===== config.mk =====
export PLATFORM = sky130hd
export DESIGN_NAME = stream_mux_flat
export DESIGN_NICKNAME = d
export VERILOG_FILES = /design/src/rtl/stream_mux_pkg.sv /design/src/rtl/stream_mux_if.sv /design/src/rtl/stream_mux_rr_pick.sv /design/src/rtl/stream_mux.sv /design/src/flat_wrapper.sv
export SDC_FILE = /design/constraint.sdc
export NUM_CORES = 1
export LEC_CHECK = 0
export ABC_AREA = 1
export BUFFER_PORTS_ARGS = -buffer_cell sky130_fd_sc_hd__buf_2
export CAP_MARGIN = 30
export CELL_PAD_IN_SITES_DETAIL_PLACEMENT = 1
export CELL_PAD_IN_SITES_GLOBAL_PLACEMENT = 2
export CORE_ASPECT_RATIO = 1.5
export CORE_MARGIN = 3
export CORE_UTILIZATION = 25
export DETAILED_ROUTE_END_ITERATION = 8
export GPL_ROUTABILITY_DRIVEN = 0
export PLACE_DENSITY_LB_ADDON = 0.1
export SLEW_MARGIN = 20
export SYNTH_ARGS = -nofsm -noshare
export SYNTH_HDL_FRONTEND = slang
export SYNTH_HIERARCHICAL = 1
export SYNTH_SLANG_ARGS = --single-unit

===== constraint.sdc =====
create_clock -name clk -period 4.6 [get_ports clk]
set_input_delay 0 -clock clk [delete_from_list [all_inputs] [get_ports clk]]
set_output_delay 0 -clock clk [all_outputs]
set_load 0.01 [all_outputs]

===== src/rtl/stream_mux_pkg.sv =====
// Shared constants and types for the stream multiplexer.
// Latency: n/a (declarations only).
// Backpressure: n/a.
package stream_mux_pkg;

    // Values of the per-cycle mode input
    localparam logic MODE_SEL = 1'b0;   // channel comes from the explicit select
    localparam logic MODE_RR  = 1'b1;   // channel comes from the round-robin picker

    // Output register occupancy
    typedef enum logic {
        ST_EMPTY = 1'b0,
        ST_FULL  = 1'b1
    } out_state_t;

endpackage


===== src/rtl/stream_mux_if.sv =====
// Bundle of the producer-side and consumer-side handshake signals of stream_mux.
// Latency: n/a (wires only).
// Backpressure: in_ready/out_ready carry it; see stream_mux.
// Ports: in_data/in_valid/in_ready per channel, mode/sel channel choice,
//        out_data/out_valid/out_ready/out_chan registered output side.
interface stream_mux_if #(
    parameter int WIDTH    = 2,
    parameter int CHANNELS = 4
);
    localparam int SELW = $clog2(CHANNELS);

    logic [CHANNELS*WIDTH-1:0] in_data;    // channel k at [k*WIDTH +: WIDTH]
    logic [CHANNELS-1:0]       in_valid;
    logic [CHANNELS-1:0]       in_ready;   // at most one bit high
    logic                      mode;
    logic [SELW-1:0]           sel;
    logic [WIDTH-1:0]          out_data;
    logic                      out_valid;
    logic                      out_ready;
    logic [SELW-1:0]           out_chan;

    // Environment side: producers plus the single consumer
    modport master (
        output in_data, in_valid, mode, sel, out_ready,
        input  in_ready, out_data, out_valid, out_chan
    );

    // Multiplexer side
    modport slave (
        input  in_data, in_valid, mode, sel, out_ready,
        output in_ready, out_data, out_valid, out_chan
    );

endinterface


===== src/rtl/stream_mux_rr_pick.sv =====
// Rotating-priority picker: first requester strictly after 'last', wrapping.
// Latency: purely combinational.
// Backpressure: none; the caller decides whether the pick is accepted.
// Ports: req (request vector), last (previously served index),
//        gnt (picked index), gnt_vld (some request present).
module rr_pick #(
    parameter  int CHANNELS = 4,
    localparam int SELW     = $clog2(CHANNELS)
) (
    input  logic [CHANNELS-1:0] req,
    input  logic [SELW-1:0]     last,
    output logic [SELW-1:0]     gnt,
    output logic                gnt_vld
);

    always_comb begin
        int              idx;
        logic [SELW-1:0] cand;
        gnt     = '0;
        gnt_vld = 1'b0;
        idx     = 0;
        cand    = '0;
        // Walk from the farthest offset to the nearest so the requester
        // closest after 'last' overwrites any earlier hit and wins.
        for (int i = CHANNELS; i >= 1; i--) begin
            idx  = (int'(last) + i) % CHANNELS;
            cand = SELW'(idx);
            if (req[cand]) begin
                gnt     = cand;
                gnt_vld = 1'b1;
            end
        end
    end

endmodule


===== src/rtl/stream_mux.sv =====
// N-channel stream multiplexer with one registered output word; channel by select or round-robin.
// Latency: one cycle from accept to out_valid; one word per cycle sustained.
// Backpressure: out_ready low holds the word and drops all in_ready; drain and refill share an edge.
// Ports: clk, rst (async active-high), bus (stream_mux_if.slave: inputs, mode/sel, registered output).
module stream_mux
    import stream_mux_pkg::*;
#(
    parameter  int WIDTH    = 2,
    parameter  int CHANNELS = 4,
    localparam int SELW     = $clog2(CHANNELS)
) (
    input  logic         clk,
    input  logic         rst,
    stream_mux_if.slave  bus
);

    out_state_t       state_q, state_d;
    logic [WIDTH-1:0] data_q;
    logic [SELW-1:0]  chan_q;
    logic [SELW-1:0]  last_q;      // last served channel, shared by both modes

    logic [SELW-1:0]     rr_gnt;
    logic                rr_vld;
    logic                sel_vld;
    logic [SELW-1:0]     gnt;
    logic                gnt_vld;
    logic                can_load;
    logic                accept;
    logic [CHANNELS-1:0] ready;

    rr_pick #(
        .CHANNELS (CHANNELS)
    ) u_rr_pick (
        .req     (bus.in_valid),
        .last    (last_q),
        .gnt     (rr_gnt),
        .gnt_vld (rr_vld)
    );

    // Explicit select: an index beyond the channel count never grants.
    always_comb begin
        sel_vld = 1'b0;
        if (int'(bus.sel) < CHANNELS) begin
            sel_vld = bus.in_valid[bus.sel];
        end
    end

    always_comb begin
        gnt     = bus.sel;
        gnt_vld = sel_vld;
        if (bus.mode == MODE_RR) begin
            gnt     = rr_gnt;
            gnt_vld = rr_vld;
        end
    end

    assign can_load = (state_q == ST_EMPTY) || bus.out_ready;
    // Both grant sources only report channels whose valid is high, so a
    // granted and loadable channel is accepted. Reset masks every ready.
    assign accept   = gnt_vld && can_load && !rst;

    always_comb begin
        ready = '0;
        if (accept) begin
            ready[gnt] = 1'b1;
        end
    end

    assign bus.in_ready = ready;

    // Occupancy FSM: an accept always leaves the register full, even when
    // the previous word drains on the same edge.
    always_comb begin
        state_d = state_q;
        case (state_q)
            ST_EMPTY: if (accept) state_d = ST_FULL;
            ST_FULL:  if (!accept && bus.out_ready) state_d = ST_EMPTY;
            default:  state_d = ST_EMPTY;
        endcase
    end

    always_ff @(posedge clk or posedge rst) begin
        if (rst) begin
            state_q <= ST_EMPTY;
        end else begin
            state_q <= state_d;
        end
    end

    // last resets to the top index so channel 0 is first in round-robin.
    always_ff @(posedge clk or posedge rst) begin
        if (rst) begin
            data_q <= '0;
            chan_q <= '0;
            last_q <= SELW'(CHANNELS - 1);
        end else if (accept) begin
            data_q <= bus.in_data[gnt*WIDTH +: WIDTH];
            chan_q <= gnt;
            last_q <= gnt;
        end
    end

    assign bus.out_data  = data_q;
    assign bus.out_chan  = chan_q;
    assign bus.out_valid = (state_q == ST_FULL);

endmodule


===== src/flat_wrapper.sv =====
// flat-port wrapper written by rule: the top's interface ports become plain ports
module stream_mux_flat import stream_mux_pkg::*;
#(
    parameter  int WIDTH    = 2,
    parameter  int CHANNELS = 4,
    localparam int SELW     = $clog2(CHANNELS)
)
  (clk, rst, bus_in_data, bus_in_valid, bus_mode, bus_sel, bus_out_ready, bus_in_ready, bus_out_data, bus_out_valid, bus_out_chan);
  stream_mux_if #(.WIDTH(WIDTH), .CHANNELS(CHANNELS)) bus_i ();
  input  logic clk;
  input  logic rst;
  input wire logic [$bits(bus_i.in_data)-1:0] bus_in_data;
  input wire logic [$bits(bus_i.in_valid)-1:0] bus_in_valid;
  input wire logic [$bits(bus_i.mode)-1:0] bus_mode;
  input wire logic [$bits(bus_i.sel)-1:0] bus_sel;
  input wire logic [$bits(bus_i.out_ready)-1:0] bus_out_ready;
  output wire logic [$bits(bus_i.in_ready)-1:0] bus_in_ready;
  output wire logic [$bits(bus_i.out_data)-1:0] bus_out_data;
  output wire logic [$bits(bus_i.out_valid)-1:0] bus_out_valid;
  output wire logic [$bits(bus_i.out_chan)-1:0] bus_out_chan;
  assign bus_i.in_data = bus_in_data;
  assign bus_i.in_valid = bus_in_valid;
  assign bus_i.mode = bus_mode;
  assign bus_i.sel = bus_sel;
  assign bus_i.out_ready = bus_out_ready;
  assign bus_in_ready = bus_i.in_ready;
  assign bus_out_data = bus_i.out_data;
  assign bus_out_valid = bus_i.out_valid;
  assign bus_out_chan = bus_i.out_chan;
  stream_mux #(.WIDTH(WIDTH), .CHANNELS(CHANNELS)) u_core (.clk(clk), .rst(rst), .bus(bus_i));
endmodule

### Word level (Yosys, flattened, before mapping)

Index checks and enable logic that the tools add are counted.

| storage, ports and cells | value |
|---|---|
| latch bits | 0 |
| logic and storage cells | 50 |
| ROM bits | 0 |
| memories | 0 |
| register bits after elaboration | 7 |
| bits in writable memories | 0 |
| output and inout bits | 9 |
| bits of input ports | 18 |

| operators by class | value |
|---|---|
| multiply operators | 0 |
| $add $sub $neg | 4 |
| magnitude comparators | 7 |
| shift-type cells | 1 |
| equality and inequality tests | 0 |
| reductions and logical operators | 7 |
| divide/modulo/power cells | 0 |
| multiplexer cells | 26 |
| bitwise logic cells | 1 |

Operators by type and width:

| cell | number |
|---|---|
| $lt A2 B3 Y1 const B | 6 |
| $mux W1 | 13 |
| $bmux W1 S2 | 5 |
| $mux W2 | 5 |
| $shiftx A8 B4 Y2 | 1 |
| $add A2 B1 Y2 const B | 2 |
| $add A2 B2 Y2 const B | 2 |
| $logic_and A1 B1 Y1 | 4 |
| $mux W4 | 1 |
| $demux W1 S2 | 1 |
| $ge A2 B1 Y1 const B | 1 |
| $logic_not A1 Y1 | 2 |
| $pmux W1 S2 | 1 |
| $logic_or A1 B1 Y1 | 1 |
| $not A1 Y1 | 1 |

### Depth between registers and ports, before layout

Gate-level depths: netlist (run 1).

| logic depth | value |
|---|---|
| word-level depth | 14 |
| gate-level depth with buffers | 18 |
| depth with buffers taken out | 17 |

### By module

The synthesis (run 1) kept the hierarchy.

By module, submodules not included:

| module | sequential area each (sq um) | area each (sq um) | instances | cells an instance |
|---|---|---|---|---|
| stream_mux | 177.7 | 496.7 | 1 | 77 |
| rr_pick | 0.0 | 226.5 | 1 | 49 |

### Worst setup path before layout (run 1)

OpenSTA, ideal clock, no wires.

| timing | value |
|---|---|
| kind | flip-flop to output port |
| from | reg u_core.last_q[0] |
| to | out bus_in_ready[0] |
| data required time | 4600 ps |
| setup slack | 2917 ps |
| data arrival time | 1683 ps |
| path buffers | 1 |
| cell stages (with the launch flop) | 16 |
| path through | dfstp_2 > buf_6 > inv_8 > nand2_1 > nand2_1 > nand2_1 > nand2_1 > nand2_1 > nand2_1 > nand2_1 > nand2_1 > inv_1 > nand2_1 > nand2_1 > inv_1 > nor3_1 |

| between the ends | value |
|---|---|
| cells in the longest elaborated chain, start to end | 13 |
| elaborated cells between the ends (all ways) | 30 |
| classes of those cells | 4 x add/sub; 2 x order compare; 21 x mux; 3 x reduce/logical |

Ends and longest elaborated chain:

| what | RTL line | source |
|---|---|---|
| from (decl) | stream_mux.sv:20 | `logic [SELW-1:0] last_q;` |
| from (signal assigned) | stream_mux.sv:95 | `last_q <= SELW'(CHANNELS - 1);` |
| from (signal assigned) | stream_mux.sv:99 | `last_q <= gnt;` |
| $add A2 B1 Y2 | stream_mux_rr_pick.sv:26 | `idx = (int'(last) + i) % CHANNELS;` |
| $bmux W1 S2 | stream_mux_rr_pick.sv:28 | `if (req[cand]) begin` |
| $mux W1 (not written as such) | stream_mux_rr_pick.sv:28 |  |
| $mux W2 (3 in series) | stream_mux_rr_pick.sv:28 |  |
| $mux W2 (*) | stream_mux_rr_pick.sv:28 |  |
| via u_core.rr_gnt[0] | stream_mux.sv:22 | `logic [SELW-1:0] rr_gnt;` |
| $mux W2 (*) | stream_mux.sv:51 | `if (bus.mode == MODE_RR) begin` |
| $lt A2 B3 Y1 (not written as such) / $ge A2 B1 Y1 (equally long branches) | stream_mux.sv:65 | `ready[gnt] = 1'b1;` |
| $logic_and A1 B1 Y1 (not written as such) | stream_mux.sv:65 |  |
| $mux W1 (not written as such) | stream_mux.sv:65 |  |
| $demux W1 S2 (*) | -- |  |
| $mux W4 (*) | stream_mux.sv:64 | `if (accept) begin` |
| to (decl) | flat_wrapper.sv:17 | `output wire logic [$bits(bus_i.in_ready)-1:0] bus_in_ready;` |

Mark *: on every way through the listed nets, which the timed path passes. The rest lies on a longest branch. The select of a mux whose other input is x is not followed.

### Final worst setup path (run 1)

| timing | value |
|---|---|
| from | reg u_core.last_q[0] |
| to | out bus_in_ready[3] |

Same word-level chain as after synthesis.

==> results.toml, run 1 <==
[timing]
setup_tns_ps = 0
relSlewSlack = 0.809
fmax_mhz = 447
skew_ps = 3.08
period_needed_ps = 2240
rsz0062_at_grt = "false"
slew_violations = 0
worstMarginPinSlew_ps = 286
finalHoldViolCount = 0
finalCritPeriodShare = 0.486
finalSetupViolations = 0

[logic_synthesis]
syn-num-nets = 144
synth_compound_area_frac = 0.0415
synth_area_leaders = "nand2_1 33%, dfrtp_1 17%, nand3_1 8.3%"
synthMuxAreaShare = 0
synth-edff-count = 0
synthXorXnorAreaFrac = 0
yosysSeqAreaShare = 0.246
synth_seq_cells = 7
synth_top_family_by_area = "simple AND/OR/NAND/NOR gates"
avgSynthCellArea_um2 = 5.74
synth_common_cells = "63 x nand2_1, 14 x inv_1, 12 x nand3_1, 7 x nand2_2, 7 x nor2_1"
ys.flop_type = "dfrtp_1"
synth_fa_ha_area_frac = 0
yosys.area_share.simple = 0.599
synthArstFlopShare = 1.00
synth_area_um2 = 723
postSynthCellCount = 126
netlist-cell-type-count = 20
synth_top_cell_area_share = 0.327
yosysTopAreaCell = "nand2_1"
ys_warn_count = 6
yosysMostFrequentCell = "nand2_1"

[layout]
final_core_util = 0.352
n_antenna_cell = 0
drive_gt1_frac = 0.318
fin_nets = 176
stdcell_count = 194
synthToLayoutAreaGrowth_pct = 31.8

[setup_path]
reg2reg_depth = 17
r2r_start = "u_core/last_q[0]"
r2r-end = "u_core/bus.out_data[0]"
cp_max_fo = 9
cp-startpoint = "u_core/last_q[0]"
crit_type = "reg2out"
end_kind = "output port"
start_kind = "flip-flop"
endpoint = "bus_in_ready[3]"
worstPathArrival_ps = 2240
required_ps = 4600
reg2reg_slack_ps = 2620

[drt]
num_vias = 862
wl_per_cell_um = 11.4
first_pass_iters = 4
drt.antenna.violating_nets = 0
drt_wl_total_um = 2220
drc = 0
viasPerCell = 4.44
first_iter_violations = 13

[die]
die_width_um = 49.9
core_area_mm2 = 0.00271
start_util = 0.267
io_pins = 27
die-area_mm2 = 0.00359
fp-row-count = 23
die_h_um = 71.9

[power]
vdd_drop_max_mv = 0.257
power_leakage_nw = 0.594
power_density_mw_per_mm2 = 552

[grt]
track_usage = 0.139
antenna_found_initial = 0
grt_pass1_wl_um = 3830
grt_max_degree = 10
grt_overflow = 0
grt_pass1_vias = 881

[clock_network]
ctsHoldBuffers = 2
clk_pin_slew_ps = 40
cts_buffers = 3
htreeDepth = 1
cts.path.max_buffers = 2
cts_setup_buffers = 0
clk-insertion-delay-late_ps = 230
cts_resized = 0
cts_tree = "built"
numClockSinks = 7
cts_root_buf = "clkbuf_8"

[placed_design]
dpl.hpwl_um = 1920
io_buffers = 26
dp.cells = 188

[status]
status = "finished clean"

[min_path]
min_path_type = "in2reg"

[flow_run]
maxCapViolCount = 0
flip-flops by register name (all words and copies together) (netlist names):
signal,count
u_core/bus.out_data,2
u_core/bus.out_valid,1
u_core/bus.out_chan,2
u_core/last_q,2
final cells by class:
type,instances,area (um^2)
flip-flops and latches,7,178
multi-input cells,101,463
inverters,17,71.3
repair buffers,28,150
well taps,37,46.3
fillers,417,1750
clock buffers,4,45.0
routing by layer:
layer | track usage | wire length, um | up-vias
met3 | 0.0125 | 51 | 5
met2 | 0.278 | 1290 | 16
li1 | - | - | 444
met1 | 0.138 | 842 | 397
met4 | 0.0646 | 40 | 0
met5 | 0 | 0 | -
metrics by stage:
step | cell area, um^2 | setup WS (ps) | power (mW) | hold WS (ps)
CTS | 953 | 2320 | 0.536 | 207
detailed placement | 888 | 2580 | 0.444 | -46.8
global route | 953 | 2110 | 0.590 | 236
finish | 953 | 2360 | 0.526 | 193
floorplan | 723 | 2920 | 0.358 | -190
global placement | 888 | 2600 | 0.442 | -47.2
worst max-delay path, cell delays in order (launching register included):
cell	delay, ps
dfstp_2	660
nand2_1	110
o21ai_2	100
nand2_1	90
nand2_1	60
nand2_1	70
nand2_1	70
nand2_1	60
nand2_1	70
inv_1	40
nand2_1	150
nand2_1	70
inv_1	110
nand2_2	110
nor2_1	90
buf_2	130
cell usage in the layout, fill, tap and decap left out:
cell type,count
nand2_1,63
buf_2,26
inv_1,14
nand3_1,12
nor2_1,7
nand2_2,7
dfrtp_1,5
clkbuf_8,3
nor2_2,3
dlygate4sd3_1,2
inv_2,2
dfstp_2,2
clkbuf_1,1
a21oi_2,1
nand4_2,1
nor2_4,1
o211ai_1,1
nand3_2,1
nor3_1,1
o21ai_0,1
inv_8,1
o21ai_2,1
and2_4,1
power by group:
part | switching, mW | total (mW) | leakage (nW) | internal (mW)
clock network | 0.0280 | 0.0881 | 0.0228 | 0.0601
logic | 0.201 | 0.314 | 0.488 | 0.113
registers | 0.0297 | 0.124 | 0.0824 | 0.0942
total | 0.259 | 0.526 | 0.594 | 0.267
worst min-delay path by stage:
| stage | start | depth (start not counted) | to |
|---|---|---|---|
| 6_report | bus_in_data[1] | 7 | u_core/bus.out_data[1] |
| 5_1_grt | bus_in_data[3] | 7 | u_core/bus.out_data[1] |
| 2_1_floorplan | rst | 1 | u_core/bus.out_chan[0] |
| 4_1_cts | bus_in_data[1] | 7 | u_core/bus.out_data[1] |
| 3_3_place_gp | rst | 2 | u_core/bus.out_chan[0] |
| 3_5_place_dp | rst | 2 | u_core/bus.out_chan[1] |
cells by family (layout without fill, tap and decap cells):
group	after synthesis	after routing
AOI/OAI and AO/OA	4	4
buffers and inverters	18	49
and+or+nand+nor	97	97
DFF	7	7
Power figures use the tool's default switching activity.
==> inputs of run 2 (changes only) <==
CORE_UTILIZATION = 23   (was 25)
clock period = 2.3 ns   (was 4.6 ns; I/O delays follow)
==> results.toml, run 2 (synthesis results as in run 1) <==
[layout]
fillCellCount = 408
final_common_cell = "nand2_1"
drive_gt1_frac = 0.389
most-common-layout-cells = "58 x nand2_1, 26 x buf_2, 13 x inv_1"
n_antenna_cell = 0
final_core_util = 0.344
fin_nets = 181
synthToLayoutAreaGrowth_pct = 41.3
finalInstanceArea_mm2 = 0.00102

[die]
die-area_mm2 = 0.00387
start_util = 0.243
io_pins = 27
core_area_mm2 = 0.00297
fp-row-count = 24
die_h_um = 74.7
die_width_um = 51.8

[timing]
slew_violations = 0
period_needed_ps = 2120
relSlewSlack = 0.804
finalSetupViolations = 0
fmax_mhz = 471
setup_tns_ps = 0
worstMarginPinSlew_ps = 293
finalCritPeriodShare = 0.923
finalHoldViolCount = 0
skew_ps = 1.66

[drt]
drc = 0
top_layer = "met4"
drt_wl_total_um = 2370
wl_met2_um = 1370
met1_length_um = 911
first_pass_iters = 2
drt.antenna.violating_nets = 0
wl_per_cell_um = 11.8
first_iter_violations = 10
viasPerCell = 4.40
num_vias = 884
wl_met3_um = 76

[power]
p_total_mw = 1.17
power_density_mw_per_mm2 = 1150
vdd_drop_max_mv = 0.585
comb_power_share = 0.657
power_leakage_nw = 0.625
internal-power_mw = 0.609
sequentialPowerShare = 0.195
swShare = 0.481
p_clk_frac = 0.148
power_switching_mw = 0.565

[setup_path]
cp_max_fo = 5
start_kind = "flip-flop"
crit_type = "reg2out"
worstPathArrival_ps = 2120
required_ps = 2300
end_kind = "output port"

[grt]
track_usage = 0.134
grt_overflow = 0
grt_pass1_wl_um = 3910
antenna_found_initial = 0
grt_pass1_vias = 908
grt_max_degree = 10

[placed_design]
dpl_cell_area_um2 = 891
io_buffers = 26
dpl.hpwl_um = 1950

[clock_network]
clk-insertion-delay-late_ps = 230
cts_root_buf = "clkbuf_8"
clk_pin_slew_ps = 40
cts_tree = "built"
numClockSinks = 7
cts_buffers = 3
cts.path.max_buffers = 2
htreeDepth = 1

[status]
status = "finished clean"

[min_path]
min_path_type = "in2reg"

[flow_run]
maxCapViolCount = 0
run 2: cell types whose count changed in the layout (fill, tap and decap cells not counted), sizes merged:
cell  previous run  this run
buf             26        31
run 2: stage by stage:
step,setup slack [ps],instances,hold slack (ps)
after floorplan,617,126,-190
after global placement,299,190,-43.6
after detailed placement,271,190,-36.0
after CTS,8.27,196,229
after global routing,-2.62,201,278
final,177,201,217
run 2: what timing repair did:
action	in CTS	in global routing
endpoints found under the setup margin	0	4
resized for setup	0	11
hold buffers	2	0
hold endpoints to repair	8	0
setup buffers	0	5
run 2: cell type report:
class | count | area [um^2] | area share
clock buffers | 4 | 45.0 | 0.0441
well taps | 39 | 48.8 | 0.0477
repair buffers | 33 | 191 | 0.187
inverters | 17 | 71.3 | 0.0698
flip-flops and latches | 7 | 178 | 0.174
multi-input cells | 101 | 488 | 0.477
run 2: power groups by stage:
| stage | clock network [mW] | registers [mW] | logic [mW] |
|---|---|---|---|
| finish | 0.174 | 0.228 | 0.771 |
| detailed placement | 0 | 0.248 | 0.642 |
| global placement | 0 | 0.247 | 0.637 |
| CTS | 0.181 | 0.249 | 0.647 |
| global route | 0.190 | 0.239 | 0.875 |
| floorplan | 0 | 0.235 | 0.481 |
run 2: path summary, 6_finish.rpt:
check	cells past startpoint	end	slack [ps]	startpoint
hold / removal	7	u_core/bus.out_data[0]	220	bus_in_data[2]
hold reg to reg	2	u_core/bus.out_data[1]	480	u_core/bus.out_data[1]
setup / recovery	16	bus_in_ready[1]	180	u_core/last_q[0]
max in group asynchronous	3	u_core/last_q[1]	1770	rst
setup reg to reg	19	u_core/bus.out_data[1]	250	u_core/last_q[0]
min in group asynchronous	3	u_core/bus.out_valid	260	rst
run 2: layer usage:
layer,global-route usage,up-vias
li1,-,453
met1,0.138,413
met3,0.0317,2
met2,0.268,16
met5,0,-
met4,0.0262,0
run 2: worst max-delay path, stage by stage (launching register included):
cell and delay (ps):
dfstp_2 560, buf_4 120, nand2_1 80, nand3_1 120, nand2_1 70, inv_1 70, nand2_2 50, nand2_1 80
nand2_2 70, nand2_2 70, inv_1 50, nand2_2 80, nand2_1 80, inv_2 100, nand2_4 70, nor2_1 100
buf_2 130
==> inputs of run 3 (changes only) <==
ABC_AREA = unset   (was 1)
CORE_UTILIZATION = 26   (was 23)
clock period = 2 ns   (was 2.3 ns; I/O delays follow)
==> results.toml, run 3 <==
[status]
status = "complete, but fails checks"
violations = "setup timing"

[logic_synthesis]
synth_area_um2 = 548
yosysTopAreaCell = "dfrtp_1"
yosys.area_share.simple = 0.105
synth_common_cells = "6 x mux2_4, 5 x dfrtp_1, 4 x nor3_1"
yosysMostFrequentCell = "mux2_4"
synth_top_family_by_area = "multiplexers"
yosysSeqAreaShare = 0.324
postSynthCellCount = 45
synth_top_cell_area_share = 0.228
ys_warn_count = 6
avgSynthCellArea_um2 = 12.2
ys.flop_type = "dfrtp_1"
synth-edff-count = 0
netlist-cell-type-count = 19
synth_fa_ha_area_frac = 0
synth_area_leaders = "dfrtp_1 23%, mux2_4 16%, mux4_2 12%"
synth_seq_cells = 7
syn-num-nets = 63
synth_compound_area_frac = 0.105
synthMuxAreaShare = 0.404
synthXorXnorAreaFrac = 0
synthArstFlopShare = 1.00

[flow_run]
maxCapViolCount = 0

[setup_path]
crit_chain = "nand2b_4 -> a21oi_2 -> o221ai_2 -> mux2_4 -> mux4_2 -> mux2_4"
end_kind = "flip-flop"
start_kind = "flip-flop"
cp_max_fo = 4
crit_type = "reg2reg"
cpMostUsedCell = "mux2_4"
worstPathArrival_ps = 2160
crit_cells = 6
r2r-end = "u_core/bus.out_data[1]"
cp-startpoint = "u_core/last_q[1]"
required_ps = 2130
endpoint = "u_core/bus.out_data[1]"
max_stage_delay_ps = 550
r2r_start = "u_core/last_q[1]"
reg2reg_slack_ps = -30
crit_path_top_delay_cell = "dfstp_2"
cp_num_buf_inv = 0
reg2reg_depth = 6
cp_top_family = "multiplexers"

[grt]
grt_max_degree = 12
grt_pass1_vias = 578
grt_pass1_wl_um = 2570
antenna_found_initial = 0
track_usage = 0.122
grt_overflow = 0

[timing]
finalCritPeriodShare = 1.01
setup_tns_ps = -49.7
relSlewSlack = 0.579
finalSetupViolations = 2
rsz0062_at_grt = "true"
worst_slack_ps = -28.6
fmax_mhz = 493
slew_violations = 0
period_needed_ps = 2030
worstMarginPinSlew_ps = 630
finalHoldViolCount = 0
skew_ps = 3.77

[layout]
fillCellCount = 239
fin_nets = 98
multiInputGateArea_um2 = 344
area.sequential_um2 = 178
most-common-layout-cells = "26 x buf_2, 6 x mux2_4, 5 x dfrtp_1"
n_antenna_cell = 0
stdcell_count = 100
drive_gt1_frac = 0.646
synthToLayoutAreaGrowth_pct = 39.7
final_common_cell = "buf_2"

[drt]
wl_per_cell_um = 14.4
drt_wl_total_um = 1440
first_pass_iters = 3
drc = 0
first_iter_violations = 1
viasPerCell = 4.96
drt.antenna.violating_nets = 0
num_vias = 496

[power]
p_total_mw = 0.705
power_leakage_nw = 0.386
power_density_mw_per_mm2 = 921
vdd_drop_max_mv = 0.431

[die]
io_pins = 27
die-area_mm2 = 0.00271
die_h_um = 62.2
die_width_um = 43.5
fp-row-count = 19
core_area_mm2 = 0.00193
start_util = 0.285

[placed_design]
io_buffers = 26
dpl.hpwl_um = 1230
dp.cells = 93

[clock_network]
numClockSinks = 7
cts.path.max_buffers = 2
clk_pin_slew_ps = 50
cts_root_buf = "clkbuf_4"
htreeDepth = 1
clk-insertion-delay-late_ps = 250
cts_buffers = 3
cts_tree = "built"

[min_path]
min_path_type = "in2reg"
==> run 3: area by class of cell <==
cell class / count / area share
inverter: 3 / 0.0147
multi-input combinational: 33 / 0.449
timing repair buffer: 32 / 0.235
tap: 21 / 0.0343
sequential: 7 / 0.232
clock buffer: 4 / 0.0343
==> run 3: power by group <==
| group | switching, mW | internal, mW | leakage, nW | total, mW |
|---|---|---|---|---|
| Clock | 0.0489 | 0.0759 | 0.0150 | 0.125 |
| Combinational | 0.138 | 0.202 | 0.291 | 0.340 |
| Sequential | 0.0375 | 0.203 | 0.0798 | 0.241 |
| Total | 0.225 | 0.481 | 0.386 | 0.705 |
==> run 3: tightest hold or removal path, stage by stage <==
cell and delay (ps):
buf_2 70, mux4_2 210, mux2_4 130
==> run 3: how the worst min path moves through the flow <==
stage	start	end	slack [ps]	cells after the start
3_5_place_dp	rst	u_core/bus.out_valid	-40	2
4_1_cts	bus_in_data[4]	u_core/bus.out_data[0]	190	3
6_report	bus_in_data[4]	u_core/bus.out_data[0]	200	3
2_1_floorplan	rst	u_core/bus.out_chan[0]	-180	1
3_3_place_gp	rst	u_core/bus.out_valid	-40	2
5_1_grt	bus_in_data[4]	u_core/bus.out_data[0]	190	3
==> run 3: cells by family (layout without fill, tap and decap cells) <==
family	count (synthesis)	after routing
DFF	7	7
buffers and inverters	5	39
and+or+nand+nor	11	11
muxes	15	15
AOI/OAI and AO/OA	7	7
==> run 3: timing repair <==
action                                  CTS  global route
hold buffers                              2             0
gates cloned                              0             0
pin swaps                                 2             0
endpoints found under the setup margin    2             5
resized for setup                         1             0
hold endpoints to repair                  8             0
setup buffers                             1             0
==> run 3: per-layer routing <==
metal / up-vias / global-route usage / share of wire
li1: 235 / - / -
met1: 240 / 0.130 / 0.34
met2: 19 / 0.226 / 0.59
met3: 2 / 0.0202 / 0.057
met4: 0 / 0.0453 / 0.0097
met5: - / 0 / 0
==> run 3: stage by stage <==
stage / setup slack, ps / utilization / instance area (um^2) / hold slack (ps)
floorplan: 9.22 / - / 548 / -183
global placement: -4.06 / 0.366 / 704 / -38.1
detailed placement: -40.1 / 0.366 / 704 / -40.1
CTS: -50.5 / 0.398 / 766 / 191
global route: -127 / 0.398 / 766 / 190
finish: -28.6 / 0.398 / 766 / 202
